==> src/rtl/uart_arb_pkg.sv <==
// Shared types and helpers for the UART transmit-side stream arbiter.
// The priority encoder and the top level both import this package.
package uart_arb_pkg;

   typedef enum logic {
      IDLE  = 1'b0,
      GRANT = 1'b1
   } state_t;

   // Ceiling log2 with a floor of 1, so that every counter keeps at least one bit.
   function automatic int unsigned clog2(input int unsigned n);
      int unsigned r;
      r = 1;
      while (r < 32 && (64'd1 << r) < 64'(n)) r++;
      return r;
   endfunction

   // Reset value of the round-robin pointer.
   // Setting it to the last port makes port 0 the first one searched.
   function automatic int unsigned ptr_reset(input int unsigned num_ports);
      return num_ports - 1;
   endfunction

endpackage

==> src/rtl/rr_priority_encoder.sv <==
// Round-robin priority encoder.
// Returns the first requesting index, searching upward from ptr+1 and wrapping.
module rr_priority_encoder
   import uart_arb_pkg::*;
#(
   parameter int unsigned NUM_PORTS = 4,
   parameter int unsigned ID_WIDTH  = 2
) (
   input  logic [NUM_PORTS-1:0] req,
   input  logic [ID_WIDTH-1:0]  ptr,
   output logic [ID_WIDTH-1:0]  idx,
   output logic                 any_req
);

   logic [NUM_PORTS-1:0] rot;
   int unsigned          off;

   // Rotate the request vector so that bit 0 is port ptr+1.
   // The lowest set bit is then the winner.
   always_comb begin
      rot = NUM_PORTS'({req, req} >> (32'(ptr) + 32'd1));
      off = 0;
      for (int i = int'(NUM_PORTS) - 1; i >= 0; i--) begin
         if (rot[i]) off = 32'(i);
      end
      idx     = ID_WIDTH'((32'(ptr) + 32'd1 + off) % NUM_PORTS);
      any_req = |req;
   end

endmodule

==> src/rtl/uart_tx_arbiter.sv <==
// Round-robin, packet-locked arbiter that feeds one UART transmit stream.
// A grant is released on tlast, on the burst limit, or on a stall timeout.
module uart_tx_arbiter
   import uart_arb_pkg::*;
#(
   parameter int unsigned DATA_WIDTH    = 8,
   parameter int unsigned NUM_PORTS     = 4,
   parameter int unsigned ID_WIDTH      = 2,
   parameter int unsigned MAX_BURST     = 16,
   parameter int unsigned STALL_TIMEOUT = 1024
) (
   input  logic                            clk,
   input  logic                            reset,
   input  logic [NUM_PORTS*DATA_WIDTH-1:0] s_axis_tdata,
   input  logic [NUM_PORTS-1:0]            s_axis_tvalid,
   input  logic [NUM_PORTS-1:0]            s_axis_tlast,
   output logic [NUM_PORTS-1:0]            s_axis_tready,
   output logic [DATA_WIDTH-1:0]           m_axis_tdata,
   output logic                            m_axis_tvalid,
   input  logic                            m_axis_tready,
   output logic [ID_WIDTH-1:0]             m_axis_tid,
   output logic                            grant_active,
   output logic                            stall_timeout
);

   localparam int unsigned BEAT_W  = clog2(MAX_BURST + 1);
   localparam int unsigned STALL_W = clog2(STALL_TIMEOUT + 1);
   localparam logic [ID_WIDTH-1:0] PTR_INIT = ID_WIDTH'(ptr_reset(NUM_PORTS));

   state_t               state;
   logic [ID_WIDTH-1:0]  grant_id;
   logic [ID_WIDTH-1:0]  ptr;
   logic [ID_WIDTH-1:0]  arb_idx;
   logic                 arb_any;
   logic [BEAT_W-1:0]    beat_cnt;
   logic [STALL_W-1:0]   stall_cnt;
   logic                 tvalid_g;
   logic                 tlast_g;
   logic                 beat;
   logic                 burst_hit;
   logic                 release_beat;
   logic                 stall_hit;

   rr_priority_encoder #(
      .NUM_PORTS (NUM_PORTS),
      .ID_WIDTH  (ID_WIDTH)
   ) u_rr (
      .req     (s_axis_tvalid),
      .ptr     (ptr),
      .idx     (arb_idx),
      .any_req (arb_any)
   );

   // Zero-latency mux from the granted port.
   // Because state is reset asynchronously, a reset drops the data path at once.
   always_comb begin
      m_axis_tdata  = '0;
      tvalid_g      = 1'b0;
      tlast_g       = 1'b0;
      s_axis_tready = '0;
      for (int i = 0; i < int'(NUM_PORTS); i++) begin
         if (state == GRANT && grant_id == ID_WIDTH'(i)) begin
            m_axis_tdata     = s_axis_tdata[i*DATA_WIDTH +: DATA_WIDTH];
            tvalid_g         = s_axis_tvalid[i];
            tlast_g          = s_axis_tlast[i];
            s_axis_tready[i] = m_axis_tready;
         end
      end
   end

   assign m_axis_tvalid = tvalid_g;
   assign grant_active  = (state == GRANT);
   assign m_axis_tid    = grant_active ? grant_id : '0;
   assign beat          = tvalid_g & m_axis_tready;
   assign burst_hit     = (MAX_BURST != 0) && (32'(beat_cnt) == MAX_BURST - 1);
   assign release_beat  = beat & (tlast_g | burst_hit);
   // Only cycles with the source idle count toward the stall; UART backpressure does not.
   assign stall_hit     = (STALL_TIMEOUT != 0) && (state == GRANT) && !tvalid_g &&
                          (32'(stall_cnt) == STALL_TIMEOUT - 1);

   always_ff @(posedge clk or negedge reset) begin
      if (!reset) begin
         state         <= IDLE;
         grant_id      <= '0;
         ptr           <= PTR_INIT;
         beat_cnt      <= '0;
         stall_cnt     <= '0;
         stall_timeout <= 1'b0;
      end else begin
         stall_timeout <= 1'b0;
         case (state)
            IDLE: begin
               if (arb_any) begin
                  state     <= GRANT;
                  grant_id  <= arb_idx;
                  beat_cnt  <= '0;
                  stall_cnt <= '0;
               end
            end
            GRANT: begin
               if (release_beat || stall_hit) begin
                  state         <= IDLE;
                  ptr           <= grant_id;
                  beat_cnt      <= '0;
                  stall_cnt     <= '0;
                  stall_timeout <= stall_hit;
               end else if (beat) begin
                  beat_cnt  <= beat_cnt + BEAT_W'(1);
                  stall_cnt <= '0;
               end else if (!tvalid_g) begin
                  stall_cnt <= stall_cnt + STALL_W'(1);
               end
            end
            default: state <= IDLE;
         endcase
      end
   end

endmodule

==> config.mk <==
export PLATFORM = sky130hd
export DESIGN_NAME = uart_tx_arbiter
export DESIGN_NICKNAME = d
export VERILOG_FILES = /design/src/rtl/uart_arb_pkg.sv /design/src/rtl/rr_priority_encoder.sv /design/src/rtl/uart_tx_arbiter.sv
export SDC_FILE = /design/constraint.sdc
export NUM_CORES = 1
export LEC_CHECK = 0
export ABC_AREA = 1
export BUFFER_PORTS_ARGS = -buffer_cell sky130_fd_sc_hd__buf_2
export CORE_MARGIN = 1
export CORE_UTILIZATION = 40
export CTS_BUF_LIST = sky130_fd_sc_hd__clkbuf_8
export DETAILED_ROUTE_END_ITERATION = 10
export HOLD_SLACK_MARGIN = 0.03
export PLACE_DENSITY_LB_ADDON = 0.05
export SLEW_MARGIN = 20
export SYNTH_ARGS = -nofsm -noshare
export SYNTH_HDL_FRONTEND = slang
export SYNTH_HIERARCHICAL = 1
export SYNTH_SLANG_ARGS = --single-unit
==> constraint.sdc <==
create_clock -name clk -period 2.25 [get_ports clk]
set_input_delay 0.225 -clock clk [delete_from_list [all_inputs] [get_ports clk]]
set_output_delay 0.225 -clock clk [all_outputs]
set_load 0.05 [all_outputs]
; Yosys cells after proc, flatten, opt, wreduce, memory -nomap -nowiden
; Cells that the tools add are included.
[op_classes]
n_shift = 1
muxes = 35
bitwise = 4
add_sub_neg = 4
n_eq_ne = 8
reduce_logical = 14
[op_table]
columns = op, n
row1 = 2-to-1 mux 11 bit, 4
row2 = 2-to-1 mux 8 bit, 4
row3 = one-hot mux 11 bit (2 select lines), 1
row4 = 2-to-1 mux 1 bit, 16
row5 = 2-to-1 mux 5 bit, 3
row6 = adder 11 x 1 -> 11 bit (second input constant), 1
row7 = equality test 11 x 10 -> 1 bit (second input constant), 1
row8 = 2-to-1 mux 2 bit, 5
row9 = one-hot mux 5 bit (2 select lines), 1
row10 = AND reduction 2 bit, 4
row11 = >> shifter 8 x 3 -> 4 bit, 1
row12 = logical AND 1 bit, 6
row13 = adder 5 x 1 -> 5 bit (second input constant), 1
row14 = equality test 5 x 4 -> 1 bit (second input constant), 1
row15 = equality test 2 bit (second input constant), 2
row16 = != test 4 x 2 -> 1 bit (second input constant), 1
row17 = OR reduction 4 bit, 1
row18 = adder 2 x 1 -> 3 bit (second input constant), 1
row19 = != test 3 x 1 -> 1 bit (second input constant), 1
row20 = adder 2 bit, 1
row21 = bitwise AND 1 bit, 2
row22 = equality test 2 x 1 -> 1 bit (second input constant), 1
row23 = zero test 2 bit, 1
row24 = != test 2 bit (second input constant), 1
row25 = other kinds (5), 5
[totals]
regBits = 22
input_bits = 43

; Depth between registers and ports, before layout
[depth]
word_depth = 12
ltp_mapped = 17
mapped_depth_nobuf = 17

; Cells and area by module
; The synthesis kept the hierarchy.
[by_module_without_submodules]
columns = module, seq_area_each_um2, cells_each, area_per_inst_um2, n_inst
row1 = uart_tx_arbiter, 553.0, 232, 1764.2, 1
row2 = rr_priority_encoder, 0.0, 41, 183.9, 1

; Worst setup path after synthesis
; OpenSTA, ideal clock, no wires.
[synth_timing]
kind = reg-to-output
startpoint = register state, in the netlist grant_active
endpoint = output port s_axis_tready[3]
n_path_buf = 1
stages_incl_launch_ff = 4
slack_ns = -0.047
arrival_ns = 2.072
cell_sequence = dfrtp_1 -> buf_6 -> nand2_4 -> nor3_1
[synth_between]
elab_chain_cells = 2
[synth_lines]
columns = element, line
row1 = "start, declared", uart_tx_arbiter.sv:30  ; state_t state;
row2 = "start signal, assigned", uart_tx_arbiter.sv:83  ; state <= IDLE;
row3 = "start signal, assigned", uart_tx_arbiter.sv:94  ; state <= GRANT;
row4 = "start signal, assigned", uart_tx_arbiter.sv:102  ; state <= IDLE;
row5 = logical AND 1 bit, uart_tx_arbiter.sv:62  ; if (state == GRANT && grant_id == ID_WIDTH'(i)) begin
row6 = 2-to-1 mux 1 bit, uart_tx_arbiter.sv:62
row7 = "end, declared", uart_tx_arbiter.sv:17  ; output logic [NUM_PORTS-1:0] s_axis_tready,
; No other way between the ends.

; Final worst setup path
[layout_timing]
startpoint = register state, in the netlist grant_active
endpoint = output port m_axis_tvalid
[layout_between]
elab_chain_cells = 5
word_cells_on_any_way = 8
[layout_lines]
columns = element, line
row1 = logical AND 1 bit, uart_tx_arbiter.sv:62
row2 = 2-to-1 mux 1 bit (3 in a row), uart_tx_arbiter.sv:62
row3 = 2-to-1 mux 1 bit (*), uart_tx_arbiter.sv:62
row4 = "end, declared", uart_tx_arbiter.sv:19  ; output logic m_axis_tvalid,
; Every way passes the cells marked *; elsewhere a longest branch is shown, timed or not.

==> impl_summary.md <==
Floorplanning
The die span in x is 71.79 um. The overall die area is 0.005153 sq mm. Row generation in the floorplan step produced 25 rows. The I/O pin count is 60. The initial core utilization is 0.4152. The core region is about 0.0047 sq mm.

The die is 71.79 um tall.

Pwr
Of the total power, the share spent switching nets is 0.5838. In this run the power spent charging and discharging nets is 0.002037 W. The leakage power summed over all cells is 1.324 nW. The share of total power in the clock network is 0.106.

Of the total power, registers draw 0.183. The share of total power dissipated in combinational logic is 0.711. The areal power density over the cells is ~1400 mW/mm^2. Cell internal power was estimated by the tool at 0.001452 W. The maximum resistive drop on vdd is ~0.66 mV.

Global routing
The overall fraction of global-route tracks in use is 0.1988. For this run, global-route usage on met1 was measured as 0.2753. The residual overflow from global routing is 0. The via count of the first global-routing pass is roughly 1,800. The largest net degree at the start of global routing is 23. met2 is the most crowded layer. The met3 routing resource usage after global routing is 0.03797. The initial antenna violation count is 0. The met2 track utilization from global routing is 0.3281.

The global-route wire length before repair is 8197 um.

Clock network
TritonCTS built the clock tree. The maximum count of clock buffers along a single path is 2. In this run, CTS created clock tree buffers numbering 3. Clock latency on the worst-skew pair, taken at its later pin, is 0.26 ns. The clock-pin slew on the worst setup and hold paths is 0.08 ns. The cell sitting at the root of the clock tree is a sky130_fd_sc_hd__clkbuf_8. The CTS H-tree depth is 1. The total number of clock tree sinks is 22.

Setup path
The kind of end point of the critical path is an output port. The top cell family by delay on the critical path is simple AND/OR/NAND/NOR gates. The worst setup path is launched from a register. For the worst setup path, the data arrival time is about 1.9 ns. The buffer and inverter count on the worst path is 2. Counting stages on the worst path, the most repeated cell is sky130_fd_sc_hd__nand2_8. The largest individual stage delay along the critical path comes from the cell sky130_fd_sc_hd__dfrtp_1.

Walking the worst path, the cells encountered are inv_2, nor2_4, nand2_1, nand2_2, nand2_8, nand2_8, buf_2. The critical path in this run is classified as reg2out. Along the worst path, the maximum fanout reaches 10.

The required time at the worst-slack endpoint is between 2 and 2.5 ns. The worst stage delay on the critical path is 0.51 ns.

Yosys
Synthesis instantiated 31 different standard cells from the library. The synthesized area divided by synthesized cell count is 7.136 sq um. The yosys synthesis warning count is 6. The number of flip-flops and latches in the synthesized netlist is 22. The number of instances in the synthesized netlist is around 270. When the netlist entered floorplanning its net count stood at 320. Among all flip-flop cells after synthesis, the most frequent one is sky130_fd_sc_hd__dfrtp_1.

The top-area cell type share of the netlist area is 0.2569. The sequential cell area fraction in the yosys report is 0.2839. The synthesized cell area is 0.001948 sq mm. In the post-synthesis netlist, the cell with the most instances is sky130_fd_sc_hd__nand2_1. By area the synthesized netlist is led by sky130_fd_sc_hd__dfrtp_1 (26%), sky130_fd_sc_hd__nand2_1 (17%), sky130_fd_sc_hd__nand3_1 (10%). The cell accounting for the most synthesized area is sky130_fd_sc_hd__dfrtp_1. By count the netlist is led by sky130_fd_sc_hd__nand2_1 (90), sky130_fd_sc_hd__nand3_1 (39), sky130_fd_sc_hd__inv_1 (22). Counting flops with an async set or reset pin after synthesis yields a share of 1.000. The number of enable-type register cells in the synthesized netlist is 0.

Final layout
With fillers left out, the area of the finished cells amounts to 0.002431 sq mm. The fraction of layout instances using a drive strength above 1 is 0.3284. Counting the fill cells in the layout gives 484. The combined area of the multi-input logic cells is 0.001290 sq mm. The area growth from synthesis to layout is 24.79%. The number of antenna diodes in the final layout is 0. After the last flow step, the layout net total stands at slightly below 400. Across the whole layout, storage elements account for 553.0 sq um.

Hold path
In this run the worst hold path is classified as in2reg.

Timing
The actual transition at the worst max-transition pin is about 0.50 ns. The setup violation total in the final timing report is 0. Counting I/O delays and the setup requirement, the final critical path takes 2.072 ns. The least setup slack across all paths after layout is 0.1783 ns. The number of endpoints with negative hold slack in the final report is 0.

The fmax is 0.4827 GHz. The final setup skew is 0.005724 ns. The number of slew-limit violations in the final report is 0. The final critical-path share of the clock period is 0.9208.

Headroom to the max-slew limit came out at 0.6681.

Routing
After detailed routing, the number of vias per cell comes to 5.122. The final wirelength is 4887 um. The final antenna-violating net count is 0. After the first detailed-routing iteration, the DRC count stood at 85. The DRC violation count after routing is 0.

Before antenna repair, the detailed router went through 4 iterations. The routed via count is 2,008. In the final routed layout, each cell accounts on average for about 12 um.

Run
The count of maximum capacitance violations is 0.

Placement
The count of input and output buffers is 59. The pre-CTS worst setup slack is 0.2220 ns. The congestion estimate from routability-driven global placement came to 0.7910. The detailed-placement wirelength estimate is 3823 um. The placed instances occupy a cell area of 0.002311 sq mm.

Run status
The flow ran to the end, and the final reports show no timing, DRC or antenna violations.
-- cells in the final DEF, fill, tap and decap left out, types with 4 or more instances in the layout --
| cell | instances |
|---|---|
| sky130_fd_sc_hd__inv_1 | 22 |
| sky130_fd_sc_hd__nor2_8 | 5 |
| sky130_fd_sc_hd__nor3_1 | 4 |
| sky130_fd_sc_hd__nor2_1 | 15 |
| sky130_fd_sc_hd__buf_4 | 4 |
| sky130_fd_sc_hd__nand3_1 | 38 |
| sky130_fd_sc_hd__nand3_2 | 4 |
| sky130_fd_sc_hd__a21oi_1 | 4 |
| sky130_fd_sc_hd__nand2_4 | 5 |
| sky130_fd_sc_hd__buf_2 | 59 |
| sky130_fd_sc_hd__xor2_1 | 7 |
| sky130_fd_sc_hd__nand2_1 | 87 |
| sky130_fd_sc_hd__nand2_2 | 7 |
| sky130_fd_sc_hd__dfrtp_1 | 20 |
| sky130_fd_sc_hd__nand4_1 | 17 |
| sky130_fd_sc_hd__nor2_2 | 7 |
-- cell type report --
cell class,count,share of cell area
tap,54,0.02779
timing repair buffer,64,0.1379
inverter,29,0.04683
sequential,22,0.2275
clock inverter,1,0.01235
clock buffer,3,0.01698
multi-input combinational,219,0.5306
-- logic make-up (layout without fill, tap and decap cells) --
kind of cell,after synthesis,count (layout),synth area share
AO/OA/AOI/OAI,7,7,0.01927
XOR/XNOR,10,10,0.04496
adder cells (fa/ha/maj),4,4,0.02569
buffers and inverters,32,97,0.06743
flip-flops,22,22,0.2839
AND/OR/NAND/NOR,198,198,0.5588
-- timing repair --
item / in CTS / in global routing
endpoints found under the setup margin: 0 / 1
buffers inserted: 0 / 2
hold endpoints to repair: 20 / 0
resized for setup: 0 / 9
hold buffers: 1 / 0
-- path summary, 6_finish.rpt --
check	startpoint	to	slack [ns]	cells after the start
worst max-delay path	grant_active	m_axis_tvalid	0.18	7
worst min-delay path	m_axis_tready	ptr[1]	0.38	4
worst max register to register	ptr[0]	grant_id[1]	0.21	15
worst min register to register	beat_cnt[4]	beat_cnt[4]	0.50	2
max in group asynchronous	reset	ptr[0]	1.43	2
min in group asynchronous	reset	stall_cnt[8]	0.46	2
-- stage by stage --
| stage | hold slack (ns) | total power [W] | setup TNS [ns] | std cells | utilization |
|---|---|---|---|---|---|
| after global routing | 0.4210 | 0.003754 | -0.01240 | 392 | 0.5181 |
| after CTS | 0.3835 | 0.003441 | 0 | 390 | 0.5099 |
| final | 0.3836 | 0.003489 | 0 | 392 | 0.5181 |
| after floorplan | -0.07059 | 0.002573 | -0.1633 | 273 | - |
| after global placement | 0.2365 | 0.003051 | 0 | 385 | 0.4925 |
| after detailed placement | 0.2221 | 0.003065 | 0 | 385 | 0.4925 |
-- worst reg2reg max path, stage by stage (launching register included) --
cell and delay [ns]:
sky130_fd_sc_hd__dfstp_2 0.59, sky130_fd_sc_hd__buf_4 0.13, sky130_fd_sc_hd__nand2_1 0.06, sky130_fd_sc_hd__nand3_1 0.08, sky130_fd_sc_hd__nand2_1 0.08, sky130_fd_sc_hd__a21boi_2 0.16
sky130_fd_sc_hd__ha_2 0.19, sky130_fd_sc_hd__inv_1 0.06, sky130_fd_sc_hd__nor2_2 0.04, sky130_fd_sc_hd__o21ai_1 0.17, sky130_fd_sc_hd__nand2_2 0.09, sky130_fd_sc_hd__inv_1 0.05
sky130_fd_sc_hd__nand2_1 0.04, sky130_fd_sc_hd__nand2_1 0.05, sky130_fd_sc_hd__nor2_1 0.04, sky130_fd_sc_hd__a21oi_1 0.12
-- state kept, by name, indices dropped and copies added (netlist names) --
register,count
grant_id,2
stall_cnt,11
stall_timeout,1
ptr,2
grant_active,1
beat_cnt,5
-- power groups by stage --
stage               combinational, W  clock, W  sequential, W
floorplan                    0.00194         0       0.000633
global placement             0.00241         0       0.000645
detailed placement           0.00242         0       0.000646
CTS                          0.00243  0.000378       0.000638
global route                 0.00271  0.000390       0.000656
finish                       0.00248  0.000371       0.000638
-- layer usage --
| layer | routed length, um | part of all wire |
|---|---|---|
| met1 | 2284 | 0.47 |
| met2 | 2309 | 0.47 |
| met3 | 257 | 0.053 |
| met4 | 36 | 0.0074 |
| met5 | 0 | 0 |
Power figures use the tool's default switching activity.
